## src/rtl/regn_handshake_fifo.sv

```systemverilog
// Four-phase req/ack capture into a DEPTH-entry buffer, drained over valid/ready.
// Define REGN_HANDSHAKE_CHECK_EN to flag data_in changing while req is held.
module regn_handshake_fifo #(
    parameter int WIDTH = 8,
    parameter int DEPTH = 4,
    localparam int CW = $clog2(DEPTH + 1)
) (
    input  logic             clk,
    input  logic             rst,
    input  logic             req,
    input  logic [WIDTH-1:0] data_in,
    output logic             ack,
    output logic             out_valid,
    input  logic             out_ready,
    output logic [WIDTH-1:0] data_out,
    output logic [CW-1:0]    level,
    output logic             full,
    output logic             empty,
    output logic             err
);
    localparam int PW = $clog2(DEPTH);

    typedef enum logic {IDLE, ACK} state_e;

    state_e           state_q;
    logic             ack_q;
    logic [PW-1:0]    wr_ptr_q, rd_ptr_q;
    logic [CW-1:0]    level_q, level_d;
    logic             full_q, empty_q;
    logic [WIDTH-1:0] mem_q [DEPTH];
    logic             wr_en, pop;

    // full_q is the pre-edge value, so a same-cycle pop never unblocks a write
    assign wr_en = (state_q == IDLE) && req && !full_q;
    assign pop   = !empty_q && out_ready;

    always_comb begin
        level_d = level_q;
        case ({wr_en, pop})
            2'b10:   level_d = level_q + 1'b1;
            2'b01:   level_d = level_q - 1'b1;
            default: level_d = level_q;
        endcase
    end

    always_ff @(posedge clk or posedge rst) begin
        if (rst) begin
            state_q  <= IDLE;
            ack_q    <= 1'b0;
            wr_ptr_q <= '0;
            rd_ptr_q <= '0;
            level_q  <= '0;
            full_q   <= 1'b0;
            empty_q  <= 1'b1;
        end else begin
            case (state_q)
                IDLE: if (req && !full_q) begin
                    state_q  <= ACK;
                    ack_q    <= 1'b1;
                    wr_ptr_q <= wr_ptr_q + 1'b1;
                end
                ACK: if (!req) begin
                    state_q <= IDLE;
                    ack_q   <= 1'b0;
                end
                default: state_q <= IDLE;
            endcase
            if (pop) rd_ptr_q <= rd_ptr_q + 1'b1;
            level_q <= level_d;
            full_q  <= (level_d == CW'(DEPTH));
            empty_q <= (level_d == '0);
        end
    end

    always_ff @(posedge clk) begin
        if (wr_en) mem_q[wr_ptr_q] <= data_in;
    end

`ifdef REGN_HANDSHAKE_CHECK_EN
    logic [WIDTH-1:0] cmp_q;
    logic             err_q;

    always_ff @(posedge clk or posedge rst) begin
        if (rst) begin
            cmp_q <= '0;
            err_q <= 1'b0;
        end else begin
            if (wr_en) cmp_q <= data_in;
            if (state_q == ACK && req && data_in != cmp_q) err_q <= 1'b1;
        end
    end

    assign err = err_q;
`else
    assign err = 1'b0;
`endif

    assign ack       = ack_q;
    assign out_valid = !empty_q;
    assign data_out  = empty_q ? '0 : mem_q[rd_ptr_q];
    assign level     = level_q;
    assign full      = full_q;
    assign empty     = empty_q;

endmodule
```

## config.mk

```make
export PLATFORM = sky130hd
export DESIGN_NAME = regn_handshake_fifo
export DESIGN_NICKNAME = d
export VERILOG_FILES = /design/src/rtl/regn_handshake_fifo.sv
export SDC_FILE = /design/constraint.sdc
export NUM_CORES = 1
export LEC_CHECK = 0
export CAP_MARGIN = 20
export CELL_PAD_IN_SITES_DETAIL_PLACEMENT = 1
export CELL_PAD_IN_SITES_GLOBAL_PLACEMENT = 2
export CORE_ASPECT_RATIO = 0.75
export CORE_MARGIN = 3
export CORE_UTILIZATION = 41
export DETAILED_ROUTE_END_ITERATION = 10
export PLACE_DENSITY = 0.93
export SYNTH_ARGS = -nofsm -noshare
export SYNTH_HDL_FRONTEND = slang
export SYNTH_SLANG_ARGS = --single-unit
```

## constraint.sdc

```tcl
create_clock -name clk -period 3 [get_ports clk]
set_input_delay 0.6 -clock clk [delete_from_list [all_inputs] [get_ports clk]]
set_output_delay 0.6 -clock clk [all_outputs]
set_load 0.005 [all_outputs]
```

# == Yosys cells after proc, flatten, opt, wreduce, memory -nomap -nowiden ==
# Memories as Yosys holds them, arrays and structs flattened.
# Index checks and enable logic that the tools add are counted.
# word_totals
n_memories,1
in_bits,12
rom_bits,0
latch_bits,0
wordCells,37
ff_bits,11
mem_bits_rw,32
# op_classes
n_addsub,4
bitwise,1
multipliers,0
muxes,10
n_reduce_logical,9
n_shift,0
eq_ne,5
n_div,0
n_lt_le_gt_ge,0
# memory_table
name,depth,width,read_ports,rd_clocked_by_memory_dff,wr,line,rtl
mem_q,4,8,1,0,1,30,logic [WIDTH-1:0] mem_q [DEPTH];
# ops
op,n
$mux W8,1
$mux W1,6
$pmux W3 S2,1
$add A2 B1 Y2 const B,2
$logic_and A1 B1 Y1,4
$pmux W1 S2,2
$reduce_and A2 Y1,2
$add A3 B1 Y3 const B,1
$eq A3 B3 Y1 const B,1
$logic_not A3 Y1,1
$sub A3 B1 Y3 const B,1
$eq A2 B1 Y1 const B,1
$eq A2 B2 Y1 const B,1
$logic_not A1 Y1,2
$ne A2 B1 Y1 const B,1
$ne A2 B2 Y1 const B,1
$not A1 Y1,1

# == Longest topological paths before layout ==
# Gate-level depths: netlist of run 1.
# logic_depth
depth_word,6
ltp_mapped,8
depth_no_buf,8

# == Worst setup path after synthesis of run 1 ==
# No wires, ideal clock.
# synth_timing
path_kind,input -> register
startpoint,input port out_ready
endpoint,register empty_q (netlist: empty)
setup_slack_ns,0.856
path_buffers,0
required_ns,2.921
arrival_ns,2.065
stages,7
cell_sequence,nor2b_1 ha_1 inv_1 fa_1 xor2_1 or3_1 o211a_1
# synth_via
elab_chain_len,4
# synth_rtl
element,line,rtl
from (decl),14,"input logic out_ready,"
$logic_and A1 B1 Y1 (*),35,assign pop = !empty_q && out_ready;
$eq A2 B1 Y1 or $eq A2 B2 Y1 (tied branches),39,"case ({wr_en, pop})"
$pmux W3 S2 (*),39,
$logic_not A3 Y1 (*),71,empty_q <= (level_d == '0);
to (signal assigned),71,
to (decl),29,"logic full_q, empty_q;"
# Every way passes the cells marked *; elsewhere a longest branch is shown, timed or not.
# A chain may end at the register's enable or synchronous reset.

# == Worst setup path after layout of run 1 ==
# layout_timing
startpoint,register rd_ptr_q[0]
endpoint,output port data_out[6]
# layout_via
elab_chain_len,2
# layout_rtl
element,line,rtl
from (decl),27,"logic [PW-1:0] wr_ptr_q, rd_ptr_q;"
from (signal assigned),68,if (pop) rd_ptr_q <= rd_ptr_q + 1'b1;
$mem_v2 Z4 W8,--,
$mux W8,100,assign data_out = empty_q ? '0 : mem_q[rd_ptr_q];
to (decl),15,"output logic [WIDTH-1:0] data_out,"
# No other way between the ends.

==> impl_results.md, run 1 <==
* Hpwl dp at 2380 microns
* Setup WS pre-CTS at approximately 0.21 ns
* Post-synthesis sequential area ratio at 69.0%
* Mapped Area at 1790 sq um
* Diode count at 0
* Crit path kind: reg2out
* RSZ-0062 raised after global routing: false
* Max VDD drop at 319 uV
* PD cells at 861 nW/um^2
* Initial antenna violation count at 0
* Clk slew on worst S/H paths at 0.07 ns
* Period Utilization, post-route at 92.3%
* Post-Synth Simple-Gate Area at 7.40%
* Antenna-violating nets left at 0
* Final GP Congestion at 0.735
* Post-synthesis mux area share at 10.0%
* Skew final at 0.00568 ns
* Grt total ovfl at 0
* Final core occ at 53.1%
* Post-synthesis register bit count at between 40 and 50
* Vias after detailed routing at 936
* Post-route setup TNS at 0 ns
* Final Hold Viols at 0
* Layout net count at 156
* H-tree depth at 2
* Largest net degree at the start of global routing at 13
* Die area at 5210 sq um
* Avg Cell Area, Syn at 16.9 sq um
* Largest family of logic cells by synthesized area: multiplexers
* Worst skew pair latency at 0.28 ns
* Status: complete, no violations
* Number of fillers in the final layout at 404
* Initial core utilization at between 40% and 50%
* Vias in the first global route at 1,059
* CP startpoint kind: flop
* TritonCTS buffer count at 5
* Adder-cell area share of the yosys netlist at 4.61%
* GRT Util Overall at 14.3%
* Hold crit path type: reg2reg
* Yosys synthesis warning count at 0
* Worst setup margin at 0.232 ns
* Starting DRT DRC Count at 48
* WL final at 3240 microns
* Net count after synthesis at between 100 and 150
* Synth Area in XOR/XNOR at a little under 3%
* Die width at 82.4 microns
* Post-CTS resize count at 0
* Hold buffer count at cts at 0
* Die Height at 63.3 microns
* DRC violations left at 0
* Max-slew violation count at 0
* Non-Filler Instances at 193
* Area fraction in compound gates after synthesis at 2.58%
* Core box area at 4130 sq um
* Post-synth cell types at 24
* Max Clock Freq at ~360 MHz
* Post-CTS setup buffer count at 0
* CTS Buffer Depth at 2
* Crit path arrival time at 2.17 ns
* Max Cap Violations at 0
* DR WL/cell at 16.8 microns
* Minimum clock period after layout at 2.77 ns
* IO Count at 28
* Vias per cell at 4.85
* Pleak at around 0.81 nW
* Placed insts at approximately 190
* Placement Rows at 20
* Area Growth Syn to Fin at 22.2%
* First-pass GRT wire length at 5330 microns
* Setup-failing EPs final at 0
* Crit end category: primary output
* Total clock sinks at 43
* Clk root buf: clkbuf_8
* Worst Path Required at between 2 and 2.5 ns
* Drt pass-1 iters at 3
* Proportion of layout cells with a drive suffix above 1 at 13.0%
* Cells after synthesis at 106
* CTS tree: yes
* Max Fanout on Critical Path at 6
* Port Buf Inserts at 26
==> placed cells by master (no fill, tap or decap), drive strengths merged <==
| master | netlist | routed |
|---|---|---|
| edfxtp | 32 | 32 |
| clkdlybuf4s50 | 0 | 26 |
| and2 | 12 | 12 |
| dfrtp | 10 | 10 |
| inv | 9 | 9 |
| mux4 | 8 | 8 |
| nand2 | 6 | 6 |
| ha | 5 | 5 |
| clkbuf | 0 | 5 |
| xnor2 | 4 | 4 |
| o21ai | 4 | 4 |
| xor2 | 2 | 2 |
| buf | 3 | 2 |
| clkinv | 0 | 2 |
| nor2b | 1 | 1 |
| nor3b | 1 | 1 |
| or3 | 1 | 1 |
| and3 | 1 | 1 |
| nor2 | 1 | 1 |
| a22o | 1 | 1 |
| a21boi | 1 | 1 |
| o211a | 1 | 1 |
| fa | 1 | 1 |
| conb | 1 | 1 |
| dfstp | 1 | 1 |
==> cells by family (layout without fill, tap and decap cells) <==
| logic type | after synthesis | count (layout) |
|---|---|---|
| AOI/OAI and AO/OA | 7 | 7 |
| xor gates and xnor gates | 6 | 6 |
| adders and majority gates | 6 | 6 |
| buffers and inverters | 12 | 44 |
| DFF | 43 | 43 |
| muxes | 8 | 8 |
| other | 1 | 1 |
| and+or+nand+nor | 23 | 23 |
==> path summary, 6_finish.rpt <==
kind | start | to | slack [ns] | cells past startpoint
min in group asynchronous | rst | level[0] | 0.61 | 2
min reg2reg | full | state_q | 0.53 | 1
min | full | state_q | 0.53 | 1
max in group asynchronous | rst | empty | 2.06 | 2
max reg2reg | empty | empty | 0.93 | 7
max | rd_ptr_q[0] | data_out[6] | 0.23 | 4
==> per-layer routing <==
| layer | routed length (microns) | vias to the layer above | global-route usage, % |
|---|---|---|---|
| met5 | 0 | - | 0 |
| met4 | 52 | 0 | 5.60 |
| met3 | 109 | 8 | 4.29 |
| met2 | 1660 | 16 | 23.2 |
| met1 | 1420 | 472 | 17.7 |
| li1 | - | 440 | - |
==> flip-flops by register name, indices dropped and copies added, names as in the netlist <==
signal    cells
mem_q        32
level         3
rd_ptr_q      2
wr_ptr_q      2
ack           1
empty         1
full          1
state_q       1
==> Yosys cell counts <==
cell type	n	area, sq um
edfxtp_1	32	961
and2_1	12	75.1
dfrtp_1	10	250
inv_1	9	33.8
mux4_2	8	180
nand2_1	6	22.5
ha_1	5	62.6
o21ai_0	4	20.0
xnor2_1	4	35.0
xor2_1	2	17.5
a21boi_0	1	7.51
a22o_1	1	8.76
and3_1	1	6.26
buf_2	1	5.00
buf_4	1	7.51
buf_6	1	11.3
conb_1	1	3.75
dfstp_2	1	26.3
fa_1	1	20.0
nor2_1	1	3.75
nor2b_1	1	6.26
nor3b_2	1	12.5
o211a_1	1	10.0
or3_1	1	6.26
==> layout make-up <==
type                       count  area [sq um]  share of cell area [%]
clock buffer                   5          68.8                    3.14
clock inverter                 2          8.76                   0.400
inverter                       9          33.8                    1.54
multi-input combinational     51           498                    22.7
sequential                    43          1240                    56.5
tap                           55          68.8                    3.14
timing repair buffer          28           275                    12.6
==> worst max-delay path, stage by stage, from the launching register on <==
cell and delay (ns):
dfrtp_1 0.53, buf_4 0.24, mux4_2 0.50, and2_1 0.17, clkdlybuf4s50_1 0.45
==> through the flow <==
step | instance area (sq um) | power (W) | hold WS [ns]
after floorplan | 1790 | 0.00126 | 0.452
after global placement | 2110 | 0.00155 | 0.494
after detailed placement | 2110 | 0.00158 | 0.514
after CTS | 2190 | 0.00192 | 0.533
after global routing | 2190 | 0.00202 | 0.562
final | 2190 | 0.00189 | 0.528
==> where the power goes <==
part           leakage [nW]  internal (W)  total [W]  switching, W
Sequential            0.421      0.000756   0.000856     0.0000999
Combinational         0.348      0.000428   0.000705      0.000277
Clock                0.0414      0.000155   0.000325      0.000170
Note: power is estimated with default switching activity, not from simulation.
==> run 2, diff against run 1 <==
--- a/config.mk
+++ b/config.mk
@@ -12,7 +12,7 @@
 export CORE_MARGIN = 3
 export CORE_UTILIZATION = 41
 export DETAILED_ROUTE_END_ITERATION = 10
-export PLACE_DENSITY = 0.93
+export PLACE_DENSITY = 0.85
 export SYNTH_ARGS = -nofsm -noshare
 export SYNTH_HDL_FRONTEND = slang
 export SYNTH_SLANG_ARGS = --single-unit
==> constraint.sdc (replaced) <==
create_clock -name clk -period 3 [get_ports clk]
set_input_delay 0.6 -clock clk [delete_from_list [all_inputs] [get_ports clk]]
set_output_delay 0.6 -clock clk [all_outputs]
set_load 0.01 [all_outputs]
==> run 2 against run 1 <==
Critical path depth unchanged. Combinational power up 9.5%. Core utilization up 0.91 points. Clock-buffer cell count unchanged. First-iteration DRC count down 2.1%. Critical path type unchanged. Critical endpoint is now data_out[0]. Largest cell class unchanged. Largest power group unchanged. Highest routed layer unchanged.
==> impl_results.md, run 2 (same netlist as run 1, synthesis figures left out) <==
* Post-CTS setup buffer count at 0 (unchanged)
* Max Clock Freq at 389 MHz (+7.8%)
* Starting DRT DRC Count at 47 (-2.1%)
* Period Utilization, post-route at 85.6% (-6.7 points)
* Number of fillers in the final layout at 405 (+0.25%)
* Max reg flops at 32 (unchanged)
* Clk root buf: clkbuf_8
* Clk slew on worst S/H paths at 0.07 ns (about the same)
* Crit path arrival time at 1.97 ns (-0.20 ns)
* H-tree depth at 2 (unchanged)
* Hpwl dp at 2330 microns (-2.4%)
* Crit end category: primary output
* Worst Path Required at 2.40 ns (about the same)
* Proportion of layout cells with a drive suffix above 1 at 14.3% (+1.2 points)
* Grt total ovfl at 0 (unchanged)
* Drt pass-1 iters at 4 (+1)
* Antenna-violating nets left at 0 (unchanged)
* Pleak at 0.829 nW (+2.3%)
* Layout net count at 157 (+0.64%)
* Post-CTS resize count at 0 (unchanged)
* DR WL/cell at 16.6 microns (-1.5%)
* Post-route setup TNS at 0 ns (unchanged)
* Max Cap Violations at 0 (unchanged)
* Multi-input logic area at 498 sq um (unchanged)
* RSZ-0062 raised after global routing: false
* Final core occ at 54.0% (+0.91 points)
* Top Layer Used: met4
* Skew final at 0.00568 ns (+0.000000480 ns)
* Initial core utilization at 43.4% (unchanged)
* Setup-failing EPs final at 0 (unchanged)
* CTS tree: yes
* Die area at 5210 sq um (unchanged)
* Reg with most FFs: mem_q
* Routed met2 length at 1750 microns (+5.5%)
* WL final at 3230 microns (-0.49%)
* Sequence of cells on the critical path: buf_4 > mux4_2 > and2_1 > clkdlybuf4s50_1
* Placement Rows at 20 (unchanged)
* WL met3 at 146 microns (+34%)
* Vias per cell at 4.94 (+1.9%)
* Vias in the first global route at 1,069 (+0.94%)
* Port Buf Inserts at 26 (unchanged)
* Minimum clock period after layout at 2.57 ns (-0.200 ns)
* Vias after detailed routing at 964 (+3.0%)
* Placed Instance Area at 2120 sq um (+0.35%)
* Diode count at 0 (unchanged)
* DRC violations left at 0 (unchanged)
* TritonCTS buffer count at 5 (unchanged)
* Crit path kind: reg2out
* Most frequent cells in the layout: 32 x edfxtp_1, 26 x clkdlybuf4s50_1, 12 x and2_1, 10 x dfrtp_1, 9 x inv_1
* Max stage delay on crit path at 0.49 ns (-0.04 ns)
* First-pass GRT wire length at 5330 microns (+0.13%)
* Total clock sinks at 43 (unchanged)
* Final GP Congestion at 0.681 (-7.4%)
* Worst skew pair latency at 0.29 ns (about the same)
* CTS Buffer Depth at 2 (unchanged)
* Die Height at 63.3 microns (unchanged)
* Final Hold Viols at 0 (unchanged)
* Register area at 1240 sq um (unchanged)
* Design Area, Final at 2230 sq um (+1.7%)
* Non-Filler Instances at 195 (+1.0%)
* GRT Util Overall at 14.2% (-0.14 points)
* Met1 wire length at 1290 microns (-9.2%)
* Max-slew violation count at 0 (unchanged)
* Initial antenna violation count at 0 (unchanged)
* Max Fanout on Critical Path at 6 (unchanged)
* Largest net degree at the start of global routing at 14 (+1)
* Max VDD drop at 429 uV (+34%)
* Commonest non-fill, non-tap cell in the layout: edfxtp_1
* Die width at 82.4 microns (unchanged)
* PD cells at 916 nW/um^2 (+6.5%)
* Status: complete, no violations
* Hold crit path type: reg2reg
* Hold buffer count at cts at 0 (unchanged)
* Core box area at 4130 sq um (unchanged)
* Slowest library cell on the worst path: mux4_2
* Placed insts at 187 (+0.54%)
* CP startpoint kind: flop
* IO Count at 28 (unchanged)
* Area Growth Syn to Fin at 24.3%
## run 2: changes by cell type in the layout (fill, tap and decap cells not counted), sizes merged
cell,delta
buf,+1
bufinv,+1
## run 2: final timing paths
path / start / endpoint / slack [ns] / cells past startpoint
hold reg to reg: ack / ack / 0.52 / 2
setup reg to reg: empty / empty / 0.93 / 7
setup / recovery: rd_ptr_q[0] / data_out[0] / 0.43 / 4
max in group asynchronous: rst / empty / 2.06 / 2
hold / removal: ack / ack / 0.52 / 2
min in group asynchronous: rst / rd_ptr_q[1] / 0.61 / 2
## run 2: layout make-up
cell class	count	area share, %
Clock inverter	3	1.74
Tap cell	55	3.09
Sequential cell	43	55.5
Multi-Input combinational cell	51	22.3
Timing Repair Buffer	29	12.7
Inverter	9	1.52
Clock buffer	5	3.09
## run 2: power breakdown
part,switching [W],internal [W],total (W)
clock network,0.000185,0.000244,0.000429
logic,0.000332,0.000440,0.000772
registers,0.0000859,0.000755,0.000841
## run 2: metrics by stage
| stage | hold slack, ns | setup slack [ns] | total power (W) |
|---|---|---|---|
| 2_1_floorplan | 0.452 | 0.856 | 0.00130 |
| 3_3_place_gp | 0.490 | 0.362 | 0.00160 |
| 3_5_place_dp | 0.502 | 0.242 | 0.00164 |
| 4_1_cts | 0.523 | 0.398 | 0.00208 |
| 5_1_grt | 0.556 | 0.355 | 0.00217 |
| 6_report | 0.517 | 0.432 | 0.00204 |
## run 2: routing by layer
layer,track usage (%),vias to the layer above
li1,-,443
met3,3.43,4
met4,4.98,0
met5,0,-
met2,24.5,21
met1,16.9,496
## run 2: critical path: cells and delay by family (launching register included)
family | cells | cell delay, ns
buf+inv | 2 | 0.66
flops | 1 | 0.36
mux | 1 | 0.49
simple gates | 1 | 0.16
==> run 3, diff against run 2 <==
--- a/config.mk
+++ b/config.mk
@@ -11,6 +11,7 @@
 export CORE_ASPECT_RATIO = 0.75
 export CORE_MARGIN = 3
 export CORE_UTILIZATION = 41
+export CTS_BUF_LIST = sky130_fd_sc_hd__clkbuf_16
 export DETAILED_ROUTE_END_ITERATION = 10
 export PLACE_DENSITY = 0.85
 export SYNTH_ARGS = -nofsm -noshare
==> run 3 against run 2 <==
Global-route usage up 0.12 points. Power up 8.2%. Final cell count unchanged. Die area unchanged. Largest cell class unchanged. Maximum frequency increased by 0.37%. Core utilization is 1.4 points higher. Clock power is 38% higher. Combinational power about the same. Highest routed layer unchanged. Register-to-register slack about the same.
==> impl_results.md, run 3 (same netlist as run 1, synthesis figures left out) <==
* Most frequent cells in the layout: 32 x edfxtp_1, 26 x clkdlybuf4s50_1, 12 x and2_1, 10 x dfrtp_1, 9 x inv_1
* Total Power at 0.00221 W (+8.2%)
* Pleak at 0.854 nW (+3.1%)
* Post-CTS setup buffer count at 0 (unchanged)
* Sequence of cells on the critical path: buf_4 > mux4_2 > and2_1 > clkdlybuf4s50_1
* Vias after detailed routing at 961 (-0.31%)
* Starting DRT DRC Count at 48 (+2.1%)
* Total clock sinks at 43 (unchanged)
* Crit path buf inv count at 2 (unchanged)
* Hpwl dp at 2330 microns (unchanged)
* Commonest non-fill, non-tap cell in the layout: edfxtp_1
* TritonCTS buffer count at 5 (unchanged)
* Met1 wire length at 1340 microns (+4.0%)
* Crit end category: primary output
* CP startpoint kind: flop
* DR WL/cell at 16.8 microns (+1.5%)
* Die width at 82.4 microns (unchanged)
* Placed insts at 187 (unchanged)
* Max Clock Freq at 391 MHz (+0.37%)
* PD cells at 967 nW/um^2 (+5.5%)
* Placement Rows at 20 (unchanged)
* Vias per cell at 4.93 (-0.31%)
* Hold crit path type: reg2reg
* Setup WS pre-CTS at 0.242 ns (unchanged)
* Layout net count at 157 (unchanged)
* Hold buffer count at cts at 0 (unchanged)
* Die Height at 63.3 microns (unchanged)
* Setup-failing EPs final at 0 (unchanged)
* Post-route setup TNS at 0 ns (unchanged)
* Diode count at 0 (unchanged)
* Post-CTS resize count at 0 (unchanged)
* Clk root buf: clkbuf_16
* Max stage delay on crit path at 0.50 ns (about the same)
* Vias in the first global route at 1,081 (+1.1%)
* Non-Filler Instances at 195 (unchanged)
* Routed met2 length at 1790 microns (+2.2%)
* Max reg flops at 32 (unchanged)
* Crit path kind: reg2out
* Final GP Congestion at 0.681 (unchanged)
* RSZ-0062 raised after global routing: false
* R2r startpoint: empty
* CTS tree: yes
* Max-slew violation count at 0 (unchanged)
* Minimum clock period after layout at 2.56 ns (-0.00936 ns)
* Antenna-violating nets left at 0 (unchanged)
* Die area at 5210 sq um (unchanged)
* Skew final at 0.00502 ns (-0.000658 ns)
* Worst Path Required at 2.40 ns (about the same)
* CTS Buffer Depth at 2 (unchanged)
* Max Cap Violations at 0 (unchanged)
* Clk slew on worst S/H paths at 0.06 ns (about the same)
* Worst Setup SP: rd_ptr_q[0]
* DRC violations left at 0 (unchanged)
* Initial antenna violation count at 0 (unchanged)
* Area Growth Syn to Fin at 27.4%
* Final Hold Viols at 0 (unchanged)
* Grt total ovfl at 0 (unchanged)
* Worst skew pair latency at 0.28 ns (about the same)
* Period Utilization, post-route at 85.3% (-0.31 points)
* Top Layer Used: met4
* Largest net degree at the start of global routing at 14 (unchanged)
* Core box area at 4130 sq um (unchanged)
* First-pass GRT wire length at 5380 microns (+0.79%)
* Slowest library cell on the worst path: mux4_2
* Crit path max-delay family: buffers and inverters
* WL final at 3280 microns (+1.5%)
* Reg with most FFs: mem_q
* GRT Util Overall at 14.3% (+0.12 points)
* Initial core utilization at 43.4% (unchanged)
* Proportion of layout cells with a drive suffix above 1 at 14.3% (unchanged)
* Drt pass-1 iters at 4 (unchanged)
* Port Buf Inserts at 26 (unchanged)
* Status: complete, no violations
* WL met3 at 106 microns (-27%)
* IO Count at 28 (unchanged)
* H-tree depth at 2 (unchanged)
* Max Fanout on Critical Path at 6 (unchanged)
* Crit path arrival time at 1.96 ns (about the same)
* Max VDD drop at 457 uV (+6.6%)
* Worst setup margin at 0.441 ns (+0.00936 ns)
* Hold Startpoint: ack
[run 3: final timing paths]
| kind | to | slack [ns] | depth (start not counted) |
|---|---|---|---|
| max | data_out[0] | 0.44 | 4 |
| min | ack | 0.51 | 2 |
| max reg2reg | empty | 0.92 | 7 |
| min reg2reg | ack | 0.51 | 2 |
| max in group asynchronous | empty | 2.05 | 2 |
| min in group asynchronous | rd_ptr_q[1] | 0.62 | 2 |
[run 3: metrics by stage]
step                util (%)  hold slack (ns)  cell area (sq um)
finish                  55.3            0.514               2280
global placement        51.4            0.490               2120
detailed placement      51.4            0.502               2120
global route            55.3            0.551               2280
floorplan                  -            0.452               1790
CTS                     55.3            0.518               2280
[run 3: cell type report]
| cell class | instances | area [sq um] |
|---|---|---|
| Fill cell | 399 | 1840 |
| Multi-Input combinational cell | 51 | 498 |
| Clock inverter | 3 | 38.8 |
| Inverter | 9 | 33.8 |
| Clock buffer | 5 | 125 |
| Tap cell | 55 | 68.8 |
| Sequential cell | 43 | 1240 |
| Timing Repair Buffer | 29 | 283 |
[run 3: routing by layer]
layer	global-route usage (%)	up-vias
met5	0	-
met4	4.98	0
met1	17.3	494
li1	-	445
met3	3.43	4
met2	24.5	18
[run 3: report_power, final]
part | internal (W) | total, W | switching [W]
combinational | 0.000440 | 0.000773 | 0.000332
clock | 0.000388 | 0.000594 | 0.000206
sequential | 0.000757 | 0.000843 | 0.0000860
total | 0.00158 | 0.00221 | 0.000625
[run 3: worst min-delay path, stage by stage, from the launching register on]
cell	delay, ns
dfrtp_1	0.34
o21ai_0	0.08
nand2_1	0.06
